[src/rtl/sdram_test_pkg.sv]
// rtl/sdram_test_pkg.sv - state codes, pattern modes and LFSR taps for the SDRAM pattern tester
package sdram_test_pkg;

  typedef enum logic [2:0] {
    ST_IDLE    = 3'd0,
    ST_WR_REQ  = 3'd1,
    ST_WR_WAIT = 3'd2,
    ST_RD_REQ  = 3'd3,
    ST_RD_WAIT = 3'd4,
    ST_FINISH  = 3'd5
  } testState_t;

  typedef enum logic [1:0] {
    MODE_FIXED = 2'd0,
    MODE_ADDR  = 2'd1,
    MODE_LFSR  = 2'd2,
    MODE_WALK  = 2'd3
  } patMode_t;

  // Galois right-shift masks for maximal-length sequences
  localparam logic [7:0]  LFSR_TAPS_8  = 8'hB8;
  localparam logic [15:0] LFSR_TAPS_16 = 16'hB400;
  localparam logic [31:0] LFSR_TAPS_32 = 32'h80200003;

  function automatic logic [31:0] lfsrTaps(input int width);
    case (width)
      8:       return {24'd0, LFSR_TAPS_8};
      32:      return LFSR_TAPS_32;
      default: return {16'd0, LFSR_TAPS_16};
    endcase
  endfunction

endpackage

[src/rtl/sdram_pattern_gen.sv]
// rtl/sdram_pattern_gen.sv - data pattern generator; load seeds it, advance steps to the next word
module sdram_pattern_gen
  import sdram_test_pkg::*;
#(
  parameter int ADDR_W = 23,
  parameter int DATA_W = 16
) (
  input  logic              CLK,
  input  logic              RESET_N,
  input  logic              load,
  input  logic              advance,
  input  logic [DATA_W-1:0] seed,
  input  logic [1:0]        mode,
  input  logic [ADDR_W-1:0] wordAddr,
  output logic [DATA_W-1:0] word
);

  localparam logic [DATA_W-1:0] TAPS = DATA_W'(lfsrTaps(DATA_W));
  localparam int WALK_W = $clog2(DATA_W);

  logic [DATA_W-1:0] fixedVal;
  logic [DATA_W-1:0] lfsr;
  logic [WALK_W-1:0] walkIdx;

  always_ff @(posedge CLK) begin
    if (!RESET_N) begin
      fixedVal <= '0;
      lfsr     <= DATA_W'(1);
      walkIdx  <= '0;
    end else if (load) begin
      fixedVal <= seed;
      lfsr     <= (seed == '0) ? DATA_W'(1) : seed;
      walkIdx  <= '0;
    end else if (advance) begin
      lfsr    <= lfsr[0] ? ((lfsr >> 1) ^ TAPS) : (lfsr >> 1);
      walkIdx <= walkIdx + 1'b1;
    end
  end

  always_comb begin
    word = '0;
    case (patMode_t'(mode))
      MODE_FIXED: word = fixedVal;
      MODE_ADDR:  word = DATA_W'(wordAddr);
      MODE_LFSR:  word = lfsr;
      MODE_WALK:  word = DATA_W'(1) << walkIdx;
      default:    word = '0;
    endcase
  end

endmodule

[src/rtl/sdram_pattern_tester.sv]
// rtl/sdram_pattern_tester.sv - writes pattern bursts through the SDRAM host port, reads back and checks
module sdram_pattern_tester
  import sdram_test_pkg::*;
#(
  parameter int                 ADDR_W     = 23,
  parameter int                 DATA_W     = 16,
  parameter int                 BURST_LEN  = 128,
  parameter int                 NUM_BURSTS = 4,
  parameter logic [ADDR_W-1:0]  START_ADDR = '0,
  parameter int unsigned        TIMEOUT    = 65535
) (
  input  logic                CLK,
  input  logic                RESET_N,
  input  logic                START,
  input  logic [1:0]          MODE,
  input  logic [DATA_W-1:0]   SEED,
  output logic [ADDR_W-1:0]   ADDR,
  output logic                WR,
  output logic                RD,
  output logic [8:0]          LENGTH,
  output logic [DATA_W-1:0]   DATAIN,
  output logic [DATA_W/8-1:0] DM,
  input  logic                IN_REQ,
  input  logic [DATA_W-1:0]   DATAOUT,
  input  logic                OUT_VALID,
  input  logic                DONE,
  output logic                BUSY,
  output logic                PASS,
  output logic                FAIL,
  output logic                TIMED_OUT,
  output logic [15:0]         ERR_COUNT,
  output logic [ADDR_W-1:0]   ERR_ADDR,
  output logic [DATA_W-1:0]   ERR_EXP,
  output logic [DATA_W-1:0]   ERR_GOT,
  output logic [2:0]          ST
);

  localparam int BURST_W = (NUM_BURSTS > 1) ? $clog2(NUM_BURSTS) : 1;

  testState_t state, nextState;
  logic [ADDR_W-1:0]  addrReg, wrIdx, rdIdx;
  logic [BURST_W-1:0] burstIdx;
  logic [31:0]        toCnt;
  logic [DATA_W-1:0]  seedReg, wrWord, chkWord;
  logic [1:0]         modeReg;
  logic               passReg, failReg, timedOut;
  logic [15:0]        errCount;
  logic [ADDR_W-1:0]  errAddr;
  logic [DATA_W-1:0]  errExp, errGot;
  logic               startAccept, inWait, lastBurst, timeoutHit;

  assign startAccept = (state == ST_IDLE) && START;
  assign inWait      = (state == ST_WR_WAIT) || (state == ST_RD_WAIT);
  assign lastBurst   = (burstIdx == BURST_W'(NUM_BURSTS - 1));
  assign timeoutHit  = inWait && !DONE && (toCnt == 32'(TIMEOUT - 1));

  always_ff @(posedge CLK) begin
    if (!RESET_N) state <= ST_IDLE;
    else          state <= nextState;
  end

  always_comb begin
    nextState = state;
    WR        = 1'b0;
    RD        = 1'b0;
    BUSY      = 1'b1;
    DATAIN    = '0;
    case (state)
      ST_IDLE: begin
        BUSY = 1'b0;
        if (START) nextState = ST_WR_REQ;
      end
      ST_WR_REQ: begin
        WR        = 1'b1;
        DATAIN    = wrWord;
        nextState = ST_WR_WAIT;
      end
      ST_WR_WAIT: begin
        WR     = 1'b1;
        DATAIN = wrWord;
        if (DONE)            nextState = lastBurst ? ST_RD_REQ : ST_WR_REQ;
        else if (timeoutHit) nextState = ST_FINISH;
      end
      ST_RD_REQ: begin
        RD        = 1'b1;
        nextState = ST_RD_WAIT;
      end
      ST_RD_WAIT: begin
        RD = 1'b1;
        if (DONE)            nextState = lastBurst ? ST_FINISH : ST_RD_REQ;
        else if (timeoutHit) nextState = ST_FINISH;
      end
      ST_FINISH: begin
        BUSY      = 1'b0;
        nextState = ST_IDLE;
      end
      default: nextState = ST_IDLE;
    endcase
  end

  always_ff @(posedge CLK) begin
    if (!RESET_N) begin
      addrReg  <= '0;
      burstIdx <= '0;
      wrIdx    <= '0;
      rdIdx    <= '0;
      toCnt    <= '0;
      seedReg  <= '0;
      modeReg  <= '0;
      passReg  <= 1'b0;
      failReg  <= 1'b0;
      timedOut <= 1'b0;
      errCount <= '0;
      errAddr  <= '0;
      errExp   <= '0;
      errGot   <= '0;
    end else begin
      if (startAccept) begin
        addrReg  <= START_ADDR;
        burstIdx <= '0;
        wrIdx    <= '0;
        rdIdx    <= '0;
        seedReg  <= SEED;
        modeReg  <= MODE;
        passReg  <= 1'b0;
        failReg  <= 1'b0;
        timedOut <= 1'b0;
        errCount <= '0;
        errAddr  <= '0;
        errExp   <= '0;
        errGot   <= '0;
      end
      if ((state == ST_WR_REQ) || (state == ST_RD_REQ)) toCnt <= '0;
      if (inWait) toCnt <= toCnt + 32'd1;
      if ((state == ST_WR_WAIT) && IN_REQ) wrIdx <= wrIdx + 1'b1;
      if ((state == ST_RD_WAIT) && OUT_VALID) begin
        rdIdx <= rdIdx + 1'b1;
        if (DATAOUT != chkWord) begin
          if (errCount != 16'hFFFF) errCount <= errCount + 16'd1;
          if (errCount == '0) begin
            errAddr <= addrReg + rdIdx;
            errExp  <= chkWord;
            errGot  <= DATAOUT;
          end
        end
      end
      // Word indices restart per burst; the base moves on, back to START_ADDR for readback
      if (inWait && DONE) begin
        wrIdx    <= '0;
        rdIdx    <= '0;
        burstIdx <= lastBurst ? '0 : burstIdx + 1'b1;
        addrReg  <= (lastBurst && (state == ST_WR_WAIT)) ? START_ADDR
                                                          : addrReg + ADDR_W'(BURST_LEN);
      end else if (timeoutHit) begin
        timedOut <= 1'b1;
        failReg  <= 1'b1;
      end
      if (state == ST_FINISH) begin
        passReg <= (errCount == '0) && !timedOut;
        failReg <= !((errCount == '0) && !timedOut);
      end
    end
  end

  sdram_pattern_gen #(.ADDR_W(ADDR_W), .DATA_W(DATA_W)) wrGen (
    .CLK      (CLK),
    .RESET_N  (RESET_N),
    .load     (startAccept),
    .advance  ((state == ST_WR_WAIT) && IN_REQ),
    .seed     (SEED),
    .mode     (modeReg),
    .wordAddr (addrReg + wrIdx),
    .word     (wrWord)
  );

  sdram_pattern_gen #(.ADDR_W(ADDR_W), .DATA_W(DATA_W)) chkGen (
    .CLK      (CLK),
    .RESET_N  (RESET_N),
    .load     ((state == ST_RD_REQ) && (burstIdx == '0)),
    .advance  ((state == ST_RD_WAIT) && OUT_VALID),
    .seed     (seedReg),
    .mode     (modeReg),
    .wordAddr (addrReg + rdIdx),
    .word     (chkWord)
  );

  assign ADDR      = addrReg;
  assign LENGTH    = 9'(BURST_LEN);
  assign DM        = '0;
  assign PASS      = passReg;
  assign FAIL      = failReg;
  assign TIMED_OUT = timedOut;
  assign ERR_COUNT = errCount;
  assign ERR_ADDR  = errAddr;
  assign ERR_EXP   = errExp;
  assign ERR_GOT   = errGot;
  assign ST        = state;

endmodule
[config.mk]
export PLATFORM = sky130hd
export DESIGN_NAME = sdram_pattern_tester
export DESIGN_NICKNAME = d
export VERILOG_FILES = /design/src/rtl/sdram_test_pkg.sv /design/src/rtl/sdram_pattern_gen.sv /design/src/rtl/sdram_pattern_tester.sv
export SDC_FILE = /design/constraint.sdc
export NUM_CORES = 1
export LEC_CHECK = 0
export CORE_ASPECT_RATIO = 1.75
export CORE_MARGIN = 4
export CORE_UTILIZATION = 58
export DETAILED_ROUTE_END_ITERATION = 10
export GPL_ROUTABILITY_DRIVEN = 1
export GPL_TIMING_DRIVEN = 0
export PLACE_DENSITY_LB_ADDON = 0.05
export SLEW_MARGIN = 0
export SYNTH_ARGS = -nofsm -noshare
export SYNTH_HDL_FRONTEND = slang
export SYNTH_HIERARCHICAL = 1
export SYNTH_SLANG_ARGS = --single-unit
[constraint.sdc]
create_clock -name CLK -period 4.7 [get_ports CLK]
set_clock_uncertainty 0.15 [all_clocks]
set_input_delay 0.47 -clock CLK [delete_from_list [all_inputs] [get_ports CLK]]
set_output_delay 0.47 -clock CLK [all_outputs]
set_load 0.05 [all_outputs]
; ---- After elaboration in Yosys (flattened, before gate mapping)
; Cells that the tools add are included.
[totals]
ff_bits = 254
input_bits = 40
word_cells = 136
output_inout_bits = 130
[op_classes]
n_reduce_logical = 32
bitwise_logic = 3
n_eq_ne = 13
n_addsub = 10
muxes = 56
shift = 2
[op_table]
columns = cell, n
row1 = $mux W16, 21
row2 = $mux W23, 9
row3 = $pmux W16 S4, 2
row4 = $mux W32, 2
row5 = $logic_not A16 Y1, 3
row6 = $add A23 B1 Y23 const B, 2
row7 = $add A32 B1 Y32 const B, 1
row8 = $eq A32 B16 Y1 const B, 1
row9 = $shl A1 B4 Y16 const A, 2
row10 = $add A23 B23 Y23, 1
row11 = $add A23 B8 Y23 const B, 1
row12 = $add A16 B1 Y16 const B, 1
row13 = $add A16 B16 Y16, 1
row14 = $ne A16 B16 Y1, 1
row15 = $ne A16 B16 Y1 const B, 1
row16 = $mux W3, 5
row17 = $pmux W3 S5, 1
row18 = $mux W1, 12
row19 = $reduce_bool A2 Y1, 6
row20 = $reduce_or A2 Y1, 6
row21 = $logic_and A1 B1 Y1, 9
row22 = $add A4 B1 Y4 const B, 2
row23 = $mux W2, 4
row24 = $not A3 Y4, 2
row25 = other kinds (12), 20

; ---- Longest topological paths before layout
; Gate-level depths: netlist of the first run.
[depth]
depth_word = 7
ltp_mapped = 18
depth_no_buf = 15

; ---- Hierarchy
; Netlist of the first run, hierarchy kept.
[modules_own_cells]
columns = mod, instances, seq_area_each_um2, cells_per_inst, area_per_inst_um2
row1 = sdram_pattern_tester, 1, 3823.7, 1425, 11056.9
row2 = sdram_pattern_gen, 2, 720.7, 250, 2198.4

; ---- Worst setup path before layout of the first run
; Ideal clock, no wire load.
[synth_timing]
path_kind = reg2reg
startpoint = reg addrReg[11], in the netlist ADDR[11]
endpoint = reg errGot[10], in the netlist ERR_GOT[10]
slack_ns = 0.435
arrival_time_ns = 4.045
setup_ns = 0.070
n_path_buf = 3
path_stages_with_launch = 17
period_less_slack_ns = 4.265
required_time_ns = 4.480
cell_sequence = dfxtp_1 > ha_1 > clkbuf_1 > o211a_1 > o21ai_0 > a21oi_1 > or3_1 > and2_1 > mux4_2 > xnor2_1 > nand4_1 > nor4_2 > or2_1 > buf_2 > clkbuf_1 > nand3_1 > a21oi_1
[synth_via]
elab_chain_cells = 5
[synth_rtl]
columns = element, line
row1 = from (decl), sdram_pattern_tester.sv:41  ; logic [ADDR_W-1:0] addrReg, wrIdx, rdIdx;
row2 = from (signal assigned), sdram_pattern_tester.sv:152  ; addrReg <= (lastBurst && (state == ST_WR_WAIT)) ? START_ADDR
row3 = $add A23 B23 Y23, sdram_pattern_tester.sv:183  ; .wordAddr (addrReg + rdIdx),
row4 = $pmux W16 S4, sdram_pattern_gen.sv:42  ; case (patMode_t'(mode))
row5 = net chkWord[15], sdram_pattern_tester.sv:44  ; logic [DATA_W-1:0] seedReg, wrWord, chkWord;
row6 = $ne A16 B16 Y1, sdram_pattern_tester.sv:138  ; if (DATAOUT != chkWord) begin
row7 = $mux W16, sdram_pattern_tester.sv:138
row8 = $mux W16, sdram_pattern_tester.sv:136  ; if ((state == ST_RD_WAIT) && OUT_VALID) begin
row9 = to (signal assigned), sdram_pattern_tester.sv:116  ; errGot <= '0;
row10 = to (signal assigned), sdram_pattern_tester.sv:131  ; errGot <= '0;
row11 = to (signal assigned), sdram_pattern_tester.sv:143  ; errGot <= DATAOUT;
row12 = to (decl), sdram_pattern_tester.sv:49  ; logic [DATA_W-1:0] errExp, errGot;
; The timed path passes the listed nets, and every way through them passes these cells.
; A chain may end at the register's enable or synchronous reset.

; ---- Worst setup path in the final report of the first run
[layout_timing]
startpoint = reg addrReg[11], in the netlist ADDR[11]
endpoint = reg errAddr[14], in the netlist ERR_ADDR[14]
[layout_via]
elab_chain_cells = 5
word_cells_on_any_way = 6
cone_classes = 1 x add/sub / 1 x eq/ne / 4 x mux
[layout_rtl]
columns = element, line
row1 = $add A23 B23 Y23, sdram_pattern_tester.sv:183
row2 = $pmux W16 S4, sdram_pattern_gen.sv:42
row3 = net chkWord[15], sdram_pattern_tester.sv:44
row4 = $ne A16 B16 Y1, sdram_pattern_tester.sv:138
row5 = $mux W23, sdram_pattern_tester.sv:138
row6 = $mux W23, sdram_pattern_tester.sv:136
row7 = to (signal assigned), sdram_pattern_tester.sv:141  ; errAddr <= addrReg + rdIdx;
row8 = to (decl), sdram_pattern_tester.sv:48  ; logic [ADDR_W-1:0] errAddr;
; The timed path passes the listed nets, and every way through them passes these cells.

==> impl_metrics.sql, run 1 <==
INSERT INTO impl_metrics (metric_group, metric, value, unit) VALUES
('status', 'run_status', 'finished clean', ''),
('setup_path', 'worst_path_most_repeated_cell', 'buf_2', ''),
('routing', 'vias', '14300', ''),
('die', 'rows', '76', ''),
('setup_path', 'worst_r2r_startpoint', 'ADDR[11]', ''),
('power_and_ir_drop', 'leakage', '6.34', 'nW'),
('placed_design', 'detailed_place.area', '16600', 'um^2'),
('logic_synthesis', 'postSynthAreaPerCell', '8.08', 'um^2'),
('routing', 'drtIter0Drc', '896', ''),
('run', 'drv_cap', '0', ''),
('setup_path', 'critPathCaptureType', 'flip-flop', ''),
('die', 'die-width', '128', 'um'),
('logic_synthesis', 'synth_area', '14600', 'um^2'),
('cts', 'skew_pair_late_insertion_delay', '540', 'ps'),
('timing', 'finalSetupViolations', '0', ''),
('setup_path', 'worst_setup_path_start_kind', 'flip-flop', ''),
('global_route', 'grt_pass1_wl', '72100', 'um'),
('setup_path', 'critPathBufInv', '4', ''),
('routing', 'post_drt_via_cell_ratio', '6.12', ''),
('die', 'floorplan.die_area', '27900', 'um^2'),
('cts', 'clk_root_buffer_cell', 'clkbuf_16', ''),
('power_and_ir_drop', 'p_total', '4.89', 'mW'),
('min_path', 'hold_path.class', 'reg -> reg', ''),
('routing', 'drt_drc_violations_left', '0', ''),
('die', 'initial_core_utilization', '59.0', '%'),
('timing', 'hold_ws', '312', 'ps'),
('routing', 'wire_per_inst', '19.9', 'um'),
('final_layout', 'post_route_cells_drive_above_1_share', '8.17', '%'),
('setup_path', 'worst-path-max-fanout', '10', ''),
('min_path', 'worstHoldStart', 'ERR_ADDR[2]', ''),
('timing', 'maxSlewViolCount', '0', ''),
('timing', 'slew-limit-headroom', '44.5', '%'),
('setup_path', 'crit_start', 'ADDR[11]', ''),
('setup_path', 'critical_path.slowest_cell', 'dfxtp_1', ''),
('setup_path', 'timing_worst_setup_path_type', 'reg -> reg', ''),
('final_layout', 'post-route-cell-area', '17400', 'um^2'),
('global_route', 'first_global_vias', '13800', ''),
('cts', 'cts_buffer_count', '24', ''),
('final_layout', 'synthToLayoutAreaGrowth', '19.1', '%'),
('cts', 'worst_setup_hold_path_clk_slew', '70', 'ps'),
('power_and_ir_drop', 'ir_worst_vdd', '0.000334', 'V'),
('global_route', 'grt_start_max_net_pins', '16', ''),
('global_route', 'grt_usage', '32.1', '%'),
('timing', 'final-hold-violation-count', '0', ''),
('cts', 'buffer_depth_of_the_longest_clock_path', '3', ''),
('power_and_ir_drop', 'power.density', '281', 'nW/um^2'),
('cts', 'cts_tree', 'done', ''),
('placed_design', 'gp_congestion', '0.949', ''),
('setup_path', 'worstPathCellList', 'ha_1 -> clkbuf_1 -> o211a_1 -> o21ai_0 -> a21oi_1 -> or3_1 -> and2_1 -> mux4_2 -> xnor2_1 -> nand4_1 -> nor4_4 -> buf_4 -> or2_1 -> buf_2 -> buf_2 -> nor2_1 -> o2bb2ai_1', ''),
('timing', 'finalCritPeriodShare', '96.2', '%'),
('routing', 'final_antenna_net_count', '0', ''),
('final_layout', 'finish.utilization', '70.3', '%'),
('routing', 'routed_wirelength', '46300', 'um'),
('timing', 'worst_pin_slew', '832', 'ps'),
('timing', 'fmax', '0.221', 'GHz'),
('cts', 'cts_sinks', '256', ''),
('final_layout', 'antenna_cells_inserted', '0', ''),
('placed_design', 'place_hpwl', '35700', 'um'),
('setup_path', 'worst_path_largest_cell_delay', '510', 'ps'),
('global_route', 'antenna_found_initial', '0', ''),
('die', 'ioPinCount', '170', ''),
('timing', 'setup_tns', '0', 'ps'),
('routing', 'drt-pass1-iter-count', '5', ''),
('placed_design', 'io_buffers', '151', ''),
('logic_synthesis', 'synth_warnings', '6', ''),
('die', 'dieHeight', '218', 'um'),
('setup_path', 'critical_path_at', '4790', 'ps'),
('setup_path', 'required', '4970', 'ps'),
('setup_path', 'kind_of_cell_adding_the_most_delay_to_the_critical_path', 'simple AND/OR/NAND/NOR gates', ''),
('cts', 'h_tree_lvl_count', '1', ''),
('cts', 'cts-hold-fix-buffers', '0', ''),
('final_layout', 'post_layout_nets', '2089', ''),
('logic_synthesis', 'synthesis.instances', '1805', ''),
('die', 'core-area', '24700', 'um^2'),
('timing', 'post-route-min-period', '4520', 'ps'),
('global_route', 'gr-total-overflow', '0', '');
-- metrics by stage --
step,instances,setup WS (ps)
floorplan,1823,435
global placement,2286,-122
detailed placement,2286,-103
CTS,2329,30.3
global route,2331,-32.4
finish,2331,180
-- worst min-delay path, delay by kind of cell (launching register included) --
family          cells  cell delay, ps
flops               1             310
compound gates      1              50
simple gates        1              60
-- flip-flops by register name, summed over array words and instances (netlist names) --
register and flops:
chkGen/lfsr 16, toCnt 32, ST 3, chkGen/walkIdx 4
TIMED_OUT 1, burstIdx 2, ERR_EXP 16, wrIdx 16
seedReg 16, ERR_GOT 16, PASS 1, wrGen/fixedVal 16
modeReg 2, FAIL 1, wrGen/walkIdx 4, ADDR 16
chkGen/fixedVal 16, ERR_ADDR 23, ERR_COUNT 16, wrGen/lfsr 16
rdIdx 23
-- per-layer routing --
| layer | global-route usage (%) | routed length (um) |
|---|---|---|
| met1 | 33.9 | 16700 |
| met4 | 19.1 | 2880 |
| met5 | 0 | 0 |
| met3 | 3.06 | 2130 |
| met2 | 60.2 | 24600 |
-- path summary, 6_finish.rpt --
kind | cells after the start | slack, ps | to
worst max-delay path | 17 | 180 | ERR_ADDR[14]
worst min register to register | 2 | 310 | ERR_ADDR[2]
worst min-delay path | 2 | 310 | ERR_ADDR[2]
worst max register to register | 17 | 180 | ERR_ADDR[14]
-- what timing repair did --
action	CTS	global route
pin swaps	0	1
setup buffers	0	2
setup endpoints to repair	35	61
resized for setup	3	8
-- cell usage in the layout, fill, tap and decap left out, types with 41 or more instances in the layout --
cell / n
a21oi_1: 158
nand2_1: 203
nand3_1: 135
nor2b_1: 41
inv_1: 49
and2_1: 48
nor2_1: 129
clkdlybuf4s50_1: 150
clkbuf_1: 75
o21ai_0: 69
dfxtp_1: 256
ha_1: 47
mux2i_1: 49
-- power breakdown --
part / internal (mW) / switching, mW
clock: 1.12 / 0.864
combinational: 0.228 / 0.430
sequential: 2.21 / 0.0380
-- cell type report --
cell class / count / area [um^2]
multi-input combinational: 1375 / 8600
tap: 312 / 390
buffer: 140 / 754
clock inverter: 7 / 88.8
clock buffer: 36 / 687
fill: 2101 / 7350
timing repair buffer: 153 / 1530
sequential: 256 / 5120
inverter: 52 / 199
Note: power is estimated with default switching activity, not from simulation.
==> run 2: changes to the inputs <==
- RECOVER_POWER: unset -> 25
==> impl_metrics.sql, run 2 (synthesized netlist as in run 1, its figures left out) <==
INSERT INTO impl_metrics (metric_group, metric, value, unit) VALUES
('status', 'run_status', 'finished clean', ''),
('placed_design', 'dp_cells', '2286', ''),
('setup_path', 'worst_r2r_startpoint', 'ADDR[11]', ''),
('timing', 'maxSlewViolCount', '0', ''),
('timing', 'final-hold-violation-count', '0', ''),
('die', 'die-width', '128', 'um'),
('routing', 'wire_per_inst', '19.8', 'um'),
('cts', 'clk_root_buffer_cell', 'clkbuf_16', ''),
('global_route', 'gr-total-overflow', '0', ''),
('routing', 'vias', '14200', ''),
('global_route', 'first_global_vias', '13800', ''),
('setup_path', 'worst-path-max-fanout', '10', ''),
('routing', 'drt_drc_violations_left', '0', ''),
('cts', 'cts_tree', 'done', ''),
('cts', 'h_tree_lvl_count', '1', ''),
('routing', 'post_drt_via_cell_ratio', '6.11', ''),
('die', 'floorplan.die_area', '27900', 'um^2'),
('power_and_ir_drop', 'power.density', '282', 'nW/um^2'),
('timing', 'finalCritPeriodShare', '96.3', '%'),
('cts', 'cts-hold-fix-buffers', '0', ''),
('min_path', 'hold_path.class', 'reg -> reg', ''),
('global_route', 'grt_pass1_wl', '72100', 'um'),
('final_layout', 'finish.utilization', '70.2', '%'),
('die', 'ioPinCount', '170', ''),
('timing', 'slew-limit-headroom', '46.0', '%'),
('power_and_ir_drop', 'ir_worst_vdd', '0.000330', 'V'),
('die', 'initial_core_utilization', '59.0', '%'),
('cts', 'buffer_depth_of_the_longest_clock_path', '3', ''),
('setup_path', 'worst_setup_path_start_kind', 'flip-flop', ''),
('setup_path', 'timing_worst_setup_path_type', 'reg -> reg', ''),
('global_route', 'grt_usage', '32.1', '%'),
('final_layout', 'most_common_cell_after_layout_fill_and_taps_aside', 'dfxtp_1', ''),
('final_layout', 'largest_register_ffs', '32', ''),
('cts', 'skew_pair_late_insertion_delay', '540', 'ps'),
('final_layout', 'post_layout_nets', '2089', ''),
('final_layout', 'synthToLayoutAreaGrowth', '18.9', '%'),
('die', 'core-area', '24700', 'um^2'),
('timing', 'post-route-min-period', '4530', 'ps'),
('setup_path', 'critPathCaptureType', 'flip-flop', ''),
('final_layout', 'antenna_cells_inserted', '0', ''),
('placed_design', 'pre_cts_ws', '-103', 'ps'),
('timing', 'fin_ws', '175', 'ps'),
('cts', 'cts_sinks', '256', ''),
('global_route', 'antenna_found_initial', '0', ''),
('final_layout', 'post_route_cells_drive_above_1_share', '7.97', '%'),
('setup_path', 'critical_path_at', '4800', 'ps'),
('routing', 'drt-pass1-iter-count', '6', ''),
('final_layout', 'top_register', 'toCnt', ''),
('placed_design', 'io_buffers', '151', ''),
('setup_path', 'crit_start', 'ADDR[11]', ''),
('die', 'dieHeight', '218', 'um'),
('timing', 'fmax', '0.221', 'GHz'),
('timing', 'finalSetupViolations', '0', ''),
('final_layout', 'top_library_cells_by_usage_in_the_layout_fill_and_taps_aside', '256 x dfxtp_1, 203 x nand2_1, 158 x a21oi_1', ''),
('min_path', 'worstHoldStart', 'ERR_ADDR[2]', ''),
('routing', 'routed_wirelength', '46200', 'um'),
('timing', 'worst_pin_slew', '810', 'ps'),
('cts', 'cts_buffer_count', '24', ''),
('global_route', 'grt_start_max_net_pins', '16', ''),
('run', 'drv_cap', '0', ''),
('routing', 'final_antenna_net_count', '0', ''),
('power_and_ir_drop', 'leakage', '6.56', 'nW'),
('placed_design', 'gp_congestion', '0.949', ''),
('die', 'rows', '76', ''),
('placed_design', 'place_hpwl', '35700', 'um'),
('cts', 'worst_setup_hold_path_clk_slew', '70', 'ps'),
('routing', 'drtIter0Drc', '973', ''),
('final_layout', 'post_layout_nonfiller_instances', '2331', ''),
('setup_path', 'required', '4980', 'ps');
run 2: timing repair:
action,4_1_cts,5_1_grt
pin swaps,0,1
resized for setup,3,8
hold endpoints to repair,0,0
setup endpoints to repair,35,61
buffers inserted,0,2
run 2: layer usage:
metal / track usage, % / up-vias / part of all wire (%) / wire (um)
li1: - / 6802 / - / -
met1: 33.9 / 6744 / 36 / 16700
met2: 60.2 / 523 / 53 / 24500
met3: 3.06 / 178 / 4.7 / 2190
met4: 19.1 / 0 / 6.3 / 2930
met5: 0 / - / 0 / 0
run 2: critical path: stages (launching register included):
cell and delay [ps]:
dfxtp_1 510, ha_1 290, clkbuf_1 210, o211a_1 270, o21ai_0 180, a21oi_1 80
or3_1 370, and2_1 200, mux4_2 510, xnor2_1 210, nand4_1 180, nor4_4 180
buf_4 190, or2_1 100, buf_2 220, buf_2 260, nor2_1 120, o2bb2ai_1 160
run 2: cell type report:
class                   instances  area (um^2)
plain buffers                 140          747
clock buffers                  36          687
clock inverters                 7         88.8
fillers                      2104         7380
inverters                      52          199
multi-input cells            1375         8580
flip-flops and latches        256         5120
well taps                     312          390
repair buffers                153         1530
run 2: per-stage QoR:
stage               hold WS, ps  total power, mW  cell area (um^2)  setup TNS (ps)
floorplan                   290             2.71             14700               0
global placement            300             2.93             16600           -2270
detailed placement          306             2.94             16600           -2150
CTS                         314             4.90             17300               0
global route                327             5.03             17300            -121
finish                      309             4.88             17300               0
run 2: power breakdown:
part / switching [mW] / total [mW] / internal (mW) / leakage, nW
clock: 0.861 / 1.98 / 1.12 / 0.381
combinational: 0.429 / 0.656 / 0.227 / 4.11
sequential: 0.0379 / 2.25 / 2.21 / 2.07
run 2: path summary, 6_finish.rpt:
path	endpoint	slack, ps	cells after the start
setup reg to reg	ERR_ADDR[14]	170	17
hold / removal	ERR_ADDR[2]	310	2
hold reg to reg	ERR_ADDR[2]	310	2
setup / recovery	ERR_ADDR[14]	170	17
